## src/rtl/chimp_board_responder_pkg.sv

```systemverilog
// Shared constants, FSM state encoding and LFSR step function for the chimp board.
package chimp_pkg;

  localparam int          NUM_TILES     = 32;
  localparam int          TILE_W        = 5;
  localparam int          NUM_W         = 5;
  localparam logic [15:0] LFSR_SEED_DEF = 16'hACE1;
  // Feedback taps 16,14,13,11 expressed as state bits 15,13,12,10.
  localparam logic [15:0] LFSR_TAPS     = 16'hB400;

  typedef enum logic [1:0] {
    ST_IDLE  = 2'd0,
    ST_PLACE = 2'd1,
    ST_READY = 2'd2
  } state_t;

  function automatic logic [15:0] lfsr_next(input logic [15:0] s);
    return {s[14:0], ^(s & LFSR_TAPS)};
  endfunction

endpackage

```

## src/rtl/chimp_lfsr16.sv

```systemverilog
// 16-bit Fibonacci LFSR, free-running every cycle; loads SEED on synchronous reset.
module chimp_lfsr16
  import chimp_pkg::*;
#(
  parameter logic [15:0] SEED = LFSR_SEED_DEF
) (
  input  logic        clk,
  input  logic        iReset,
  output logic [15:0] oState
);

  logic [15:0] state_q, state_d;

  assign state_d = lfsr_next(state_q);
  assign oState  = state_q;

  always_ff @(posedge clk) begin
    if (iReset) state_q <= SEED;
    else        state_q <= state_d;
  end

endmodule

```

## src/rtl/chimp_board_responder.sv

```systemverilog
// Chimp-test board: random placement of 1..level, click judging, renderer read port.
// Optional CHIMP_HIDE_EN adds a hide flag that masks numbers after the first correct click.
module chimp_board_responder
  import chimp_pkg::*;
#(
  parameter int          NUM_TILES  = 32,
  parameter logic [15:0] LFSR_SEED  = LFSR_SEED_DEF
) (
  input  logic       clk,
  input  logic       iReset,
  input  logic       iResetBoard,
  input  logic       iLoadEnable,
  input  logic [4:0] iLevel,
  input  logic [4:0] iNumToChoose,
  input  logic       iClickValid,
  input  logic [4:0] iClickTile,
  input  logic [4:0] iRdTile,
  output logic [4:0] oRdNum,
  output logic       oRdHidden,
  output logic       oLoadBusy,
  output logic       oChoseCorrectNum,
  output logic       oChoseWrongNum
);

  state_t            state_q, state_d;
  logic [NUM_W-1:0]  board_q [NUM_TILES];
  logic              loaded_q, loaded_d;
  logic [NUM_W-1:0]  n_q, n_d, level_q, level_d;
  logic [TILE_W-1:0] probe_q, probe_d;
  logic              correct_q, correct_d, wrong_q, wrong_d;
  logic [15:0]       lfsr_w;
  logic              unused_lfsr;

  logic [NUM_W-1:0]  probe_num, click_num;
  logic              start, place_wr, place_last, click, click_hit, click_miss, level_done;

  chimp_lfsr16 #(.SEED(LFSR_SEED)) u_lfsr (
    .clk    (clk),
    .iReset (iReset),
    .oState (lfsr_w)
  );

  assign unused_lfsr = ^lfsr_w[15:5];

  assign probe_num  = board_q[probe_q];
  assign click_num  = board_q[iClickTile];
  assign start      = ~iReset & (state_q == ST_IDLE) & iLoadEnable & ~iResetBoard & ~loaded_q;
  assign place_wr   = (state_q == ST_PLACE) & ~iResetBoard & (probe_num == '0);
  assign place_last = place_wr & (n_q == level_q);
  assign click      = (state_q == ST_READY) & ~iResetBoard & iClickValid & (iNumToChoose != '0);
  assign click_hit  = click & (click_num == iNumToChoose);
  assign click_miss = click & (click_num != '0) & (click_num != iNumToChoose);
  assign level_done = click_hit & (iNumToChoose == level_q);

  always_ff @(posedge clk) begin
    if (iReset) state_q <= ST_IDLE;
    else        state_q <= state_d;
  end

  always_comb begin
    state_d = state_q;
    case (state_q)
      ST_IDLE:  if (start) state_d = (iLevel == '0) ? ST_READY : ST_PLACE;
      ST_PLACE: begin
        if (iResetBoard)     state_d = ST_IDLE;
        else if (place_last) state_d = ST_READY;
      end
      ST_READY: begin
        if (iResetBoard)     state_d = ST_IDLE;
        else if (level_done) state_d = ST_IDLE;
      end
      default:               state_d = ST_IDLE;
    endcase
  end

  always_comb begin
    oLoadBusy = start | (state_q == ST_PLACE);
    n_d       = n_q;
    probe_d   = probe_q;
    level_d   = level_q;
    loaded_d  = loaded_q;
    correct_d = click_hit;
    wrong_d   = click_miss;
    if (start) begin
      n_d     = 5'd1;
      probe_d = lfsr_w[4:0];
      level_d = iLevel;
      if (iLevel == '0) loaded_d = 1'b1;
    end
    // Occupied probe walks linearly and wraps at 32, so an empty tile is found in <=32 cycles.
    if (place_wr) begin
      n_d     = n_q + 5'd1;
      probe_d = lfsr_w[4:0];
      if (place_last) loaded_d = 1'b1;
    end else if ((state_q == ST_PLACE) && !iResetBoard) begin
      probe_d = probe_q + 5'd1;
    end
    if (level_done || iResetBoard) loaded_d = 1'b0;
  end

  always_ff @(posedge clk) begin
    if (iReset) begin
      loaded_q  <= 1'b0;
      n_q       <= '0;
      level_q   <= '0;
      probe_q   <= '0;
      correct_q <= 1'b0;
      wrong_q   <= 1'b0;
    end else begin
      loaded_q  <= loaded_d;
      n_q       <= n_d;
      level_q   <= level_d;
      probe_q   <= probe_d;
      correct_q <= correct_d;
      wrong_q   <= wrong_d;
    end
  end

  always_ff @(posedge clk) begin
    if (iReset || iResetBoard) begin
      for (int i = 0; i < NUM_TILES; i++) board_q[i] <= '0;
    end else begin
      if (place_wr)  board_q[probe_q]    <= n_q;
      if (click_hit) board_q[iClickTile] <= '0;
    end
  end

  assign oRdNum           = board_q[iRdTile];
  assign oChoseCorrectNum = correct_q;
  assign oChoseWrongNum   = wrong_q;

`ifdef CHIMP_HIDE_EN
  logic hide_q, hide_d;

  always_comb begin
    hide_d = hide_q;
    if (click_hit)            hide_d = 1'b1;
    if (start || iResetBoard) hide_d = 1'b0;
  end

  always_ff @(posedge clk) begin
    if (iReset) hide_q <= 1'b0;
    else        hide_q <= hide_d;
  end

  assign oRdHidden = hide_q;
`else
  assign oRdHidden = 1'b0;
`endif

endmodule

```

## config.mk

```make
export PLATFORM = sky130hd
export DESIGN_NAME = chimp_board_responder
export DESIGN_NICKNAME = d
export VERILOG_FILES = /design/src/rtl/chimp_board_responder_pkg.sv /design/src/rtl/chimp_lfsr16.sv /design/src/rtl/chimp_board_responder.sv
export SDC_FILE = /design/constraint.sdc
export NUM_CORES = 1
export LEC_CHECK = 0
export ABC_CLOCK_PERIOD_IN_PS = 4400
export CORE_MARGIN = 5
export CORE_UTILIZATION = 62
export DETAILED_ROUTE_END_ITERATION = 8
export PLACE_DENSITY = 0.8
export SYNTH_ARGS = -nofsm -noshare
export SYNTH_HDL_FRONTEND = slang
export SYNTH_SLANG_ARGS = --single-unit
```

## constraint.sdc

```tcl
create_clock -name clk -period 4.4 [get_ports clk]
set_clock_uncertainty 0.2 [all_clocks]
set_input_delay 0.66 -clock clk [delete_from_list [all_inputs] [get_ports clk]]
set_output_delay 0.66 -clock clk [all_outputs]
set_load 0.02 [all_outputs]
```

==> out/results.ini <==
[outcome]
status=finished, final reports clean

[floorplanning]
core_area_um2=18000
ios=34
die_h_um=145
die-area_um2=21100
num_rows=49
start_util_pct=63.1
die_x_um=145

[clocking]
clk_pin_slew_ns=0.06
cts_buffers=22
post_cts.repair.setup_buffers=0
cts_htree_levels=1
cts_resized=1
cts_tree=done
ctsLongestPathBuffers=3
clock-root-buffer=clkbuf_16
cts_hold_buffers=0
clock_sink_count=201
clock_latency_ns=0.51

[yosys]
synth_area_leaders=edfxtp_1 42%, mux4_2 11%, dfxtp_1 7.2%
synth_nets=990
avgSynthCellArea_um2=11.8
synth_edf_count=160
synth_top_family_by_area=multiplexers
synth_compound_area_share_pct=8.72
synth_top_area_share_pct=42.4
yosys.area_share.adder_pct=0.221
yosys_most_used_dff=edfxtp_1
syn_area_um2=11300
ys_seq_elements=201
synthesis.instances=963
synthXorXnorAreaFrac_pct=1.46
ys_seq_area_share_pct=49.6
synthArstFlopShare_pct=0
synth.area.mux_share_pct=19.3
synthSimpleGateAreaFrac_pct=16.4
yosysUniqueCellTypes=68
yosysWarnings=0
synth_top_cell_by_area=edfxtp_1

[timing]
relSlewSlack_pct=43.0
drv_slew=0
setup_ws_ns=0.137
finalCritPeriodShare_pct=96.9
hold_slack_ns=0.207
tightest_slew_ns=0.834
rsz0062_at_grt=no
setup_violations=0
finalHoldViolCount=0
period_needed_ns=4.26
timing.fmax_ghz=0.235

[pwr]
ir_drop_v=0.000422
p_leak_nw=4.72
powerDensity_nw_per_um2=364
power_w=0.00478

[setup_path]
crit_fanout=11
end_kind=flop
arrival_ns=4.21
startpoint_type=primary input
path_class=in2reg
max_stage_delay_ns=0.62
reg2reg_depth=10
crit_chain=clkdlybuf4s50_1 > buf_4 > mux4_1 > nor2_1 > nor2_1 > o22ai_1 > or3_2 > xnor2_2 > nor3_4 > buf_4 > mux2_2 > a21oi_1
worstPathRequired_ns=4.35
crit_path_top_delay_cell=clkdlybuf4s50_1

[global_routing]
antenna_found_initial=1
grt_pass1_vias=8888
grt_use_met3_pct=8.57
use_met1_pct=45.8
grt-ovfl-total=0
grt_max_degree=40
grt_pass1_wl_um=55100
busiest_layer=met2
grt_use_met2_pct=53.7
grt_usage_pct=34.0

[final_layout]
final_util_pct=73.2
fill_cells=1211
finalNetCount=1080
antenna_cells=0
drive_above_1_share_pct=23.3
synthToLayoutAreaGrowth_pct=16.0

[route]
drc_errors=0
wl_um=36800
via_per_inst=7.06
drt-initial-drc-count=1538
wl_per_cell_um=28.3
vias=9160
postRouteAntennaNets=0
drt_pass1_iterations=6

[place]
post-place-ws_ns=-0.499
port_buffers=32
globalplace.congestion=1.06
place_hpwl_um=26600

[job]
drv_cap=0

[worst_hold_path]
min_delay_path_depth=1
hold_path_class=reg2reg

## power by group
| part | total, W | leakage, nW | switching, W | internal [W] |
|---|---|---|---|---|
| clock | 0.00178 | 0.352 | 0.000750 | 0.00103 |
| sequential | 0.00228 | 2.03 | 0.000111 | 0.00217 |
| combinational | 0.000721 | 2.34 | 0.000386 | 0.000335 |
## per-stage QoR
stage	cell area (um^2)	setup TNS [ns]	std cells
2_1_floorplan	11300	0	963
3_3_place_gp	12400	-89.44	1258
3_5_place_dp	12400	-108.39	1258
4_1_cts	13100	0	1297
5_1_grt	13100	0	1297
6_report	13100	0	1297
## kinds of logic after synthesis
family,after synthesis
and+or+nand+nor,387
DFF,201
AOI/OAI and AO/OA,139
muxes,137
buffers and inverters,78
xor gates and xnor gates,18
adders and majority gates,2
other,1
## critical path, delay by kind of cell
family                 cells  cell delay [ns]
buffers and inverters      3             1.15
AND/OR/NAND/NOR            4             0.94
multiplexers               2             0.73
AO/OA/AOI/OAI              2             0.53
XOR/XNOR                   1             0.20
## sequential cells by signal, summed over array words and instances (netlist names), named ones only
register / flops
state_q: 2
u_lfsr.oState: 16
level_q: 5
probe_q: 5
board_q: 160
loaded_q: 1
n_q: 5
oChoseCorrectNum: 1
oChoseWrongNum: 1
## synth_stat cells, types with 6 or more instances
cell        n
buf_6      16
nor2b_1    16
nand2b_1    6
nand2_1    40
or2_2      11
edfxtp_1  160
nor4_1     21
nor2_1    213
or4_1       6
nor3b_1     6
dfxtp_1    41
nor4b_1     6
a21oi_1    54
mux4_2     57
or3_1       8
xnor2_1    11
buf_2      13
o21ai_0     6
mux2_2      7
mux2i_4     6
nand3_1    11
a211oi_1    6
mux2i_1    65
xor2_1      6
nor3_1     16
inv_1       8
nand3b_1    6
clkbuf_1   27
a22oi_1    42
## layer usage
metal	wire (um)	part of all wire [%]
met1	13000	35
met2	16700	45
met3	5290	14
met4	1780	4.8
met5	13	0.035
## path summary, 6_finish.rpt
| kind | start | end | slack [ns] |
|---|---|---|---|
| max | iClickTile[1] | board_q[29][4] | 0.14 |
| min | u_lfsr.oState[9] | u_lfsr.oState[10] | 0.21 |
| max reg2reg | flop | board_q[27][2] | 0.25 |
| min reg2reg | u_lfsr.oState[9] | u_lfsr.oState[10] | 0.21 |
## cell type report
| type | count | area (um^2) | area share, % |
|---|---|---|---|
| multi-input cells | 684 | 5240 | 39.9 |
| repair buffers | 136 | 1260 | 9.61 |
| clock inverters | 9 | 52.6 | 0.400 |
| inverters | 8 | 30.0 | 0.228 |
| flip-flops and latches | 201 | 5630 | 42.8 |
| well taps | 229 | 287 | 2.18 |
| clock buffers | 30 | 646 | 4.91 |
## placed cells by master (no fill, tap or decap), types with 7 or more instances in the layout
master	netlist	final
or2_2	11	11
mux2i_1	65	65
a22oi_1	42	42
dfxtp_1	41	41
edfxtp_1	160	160
buf_4	4	91
buf_12	1	14
nand2_1	40	40
mux4_2	57	57
nor3_1	16	16
a21oi_1	54	54
clkbuf_16	0	24
mux2_2	7	7
xnor2_1	11	11
nor2_1	213	211
nand3_1	11	11
inv_1	8	8
clkdlybuf4s50_1	0	29
or3_1	8	8
nor2b_1	16	14
nor4_1	21	20
Note: power is estimated with default switching activity, not from simulation.
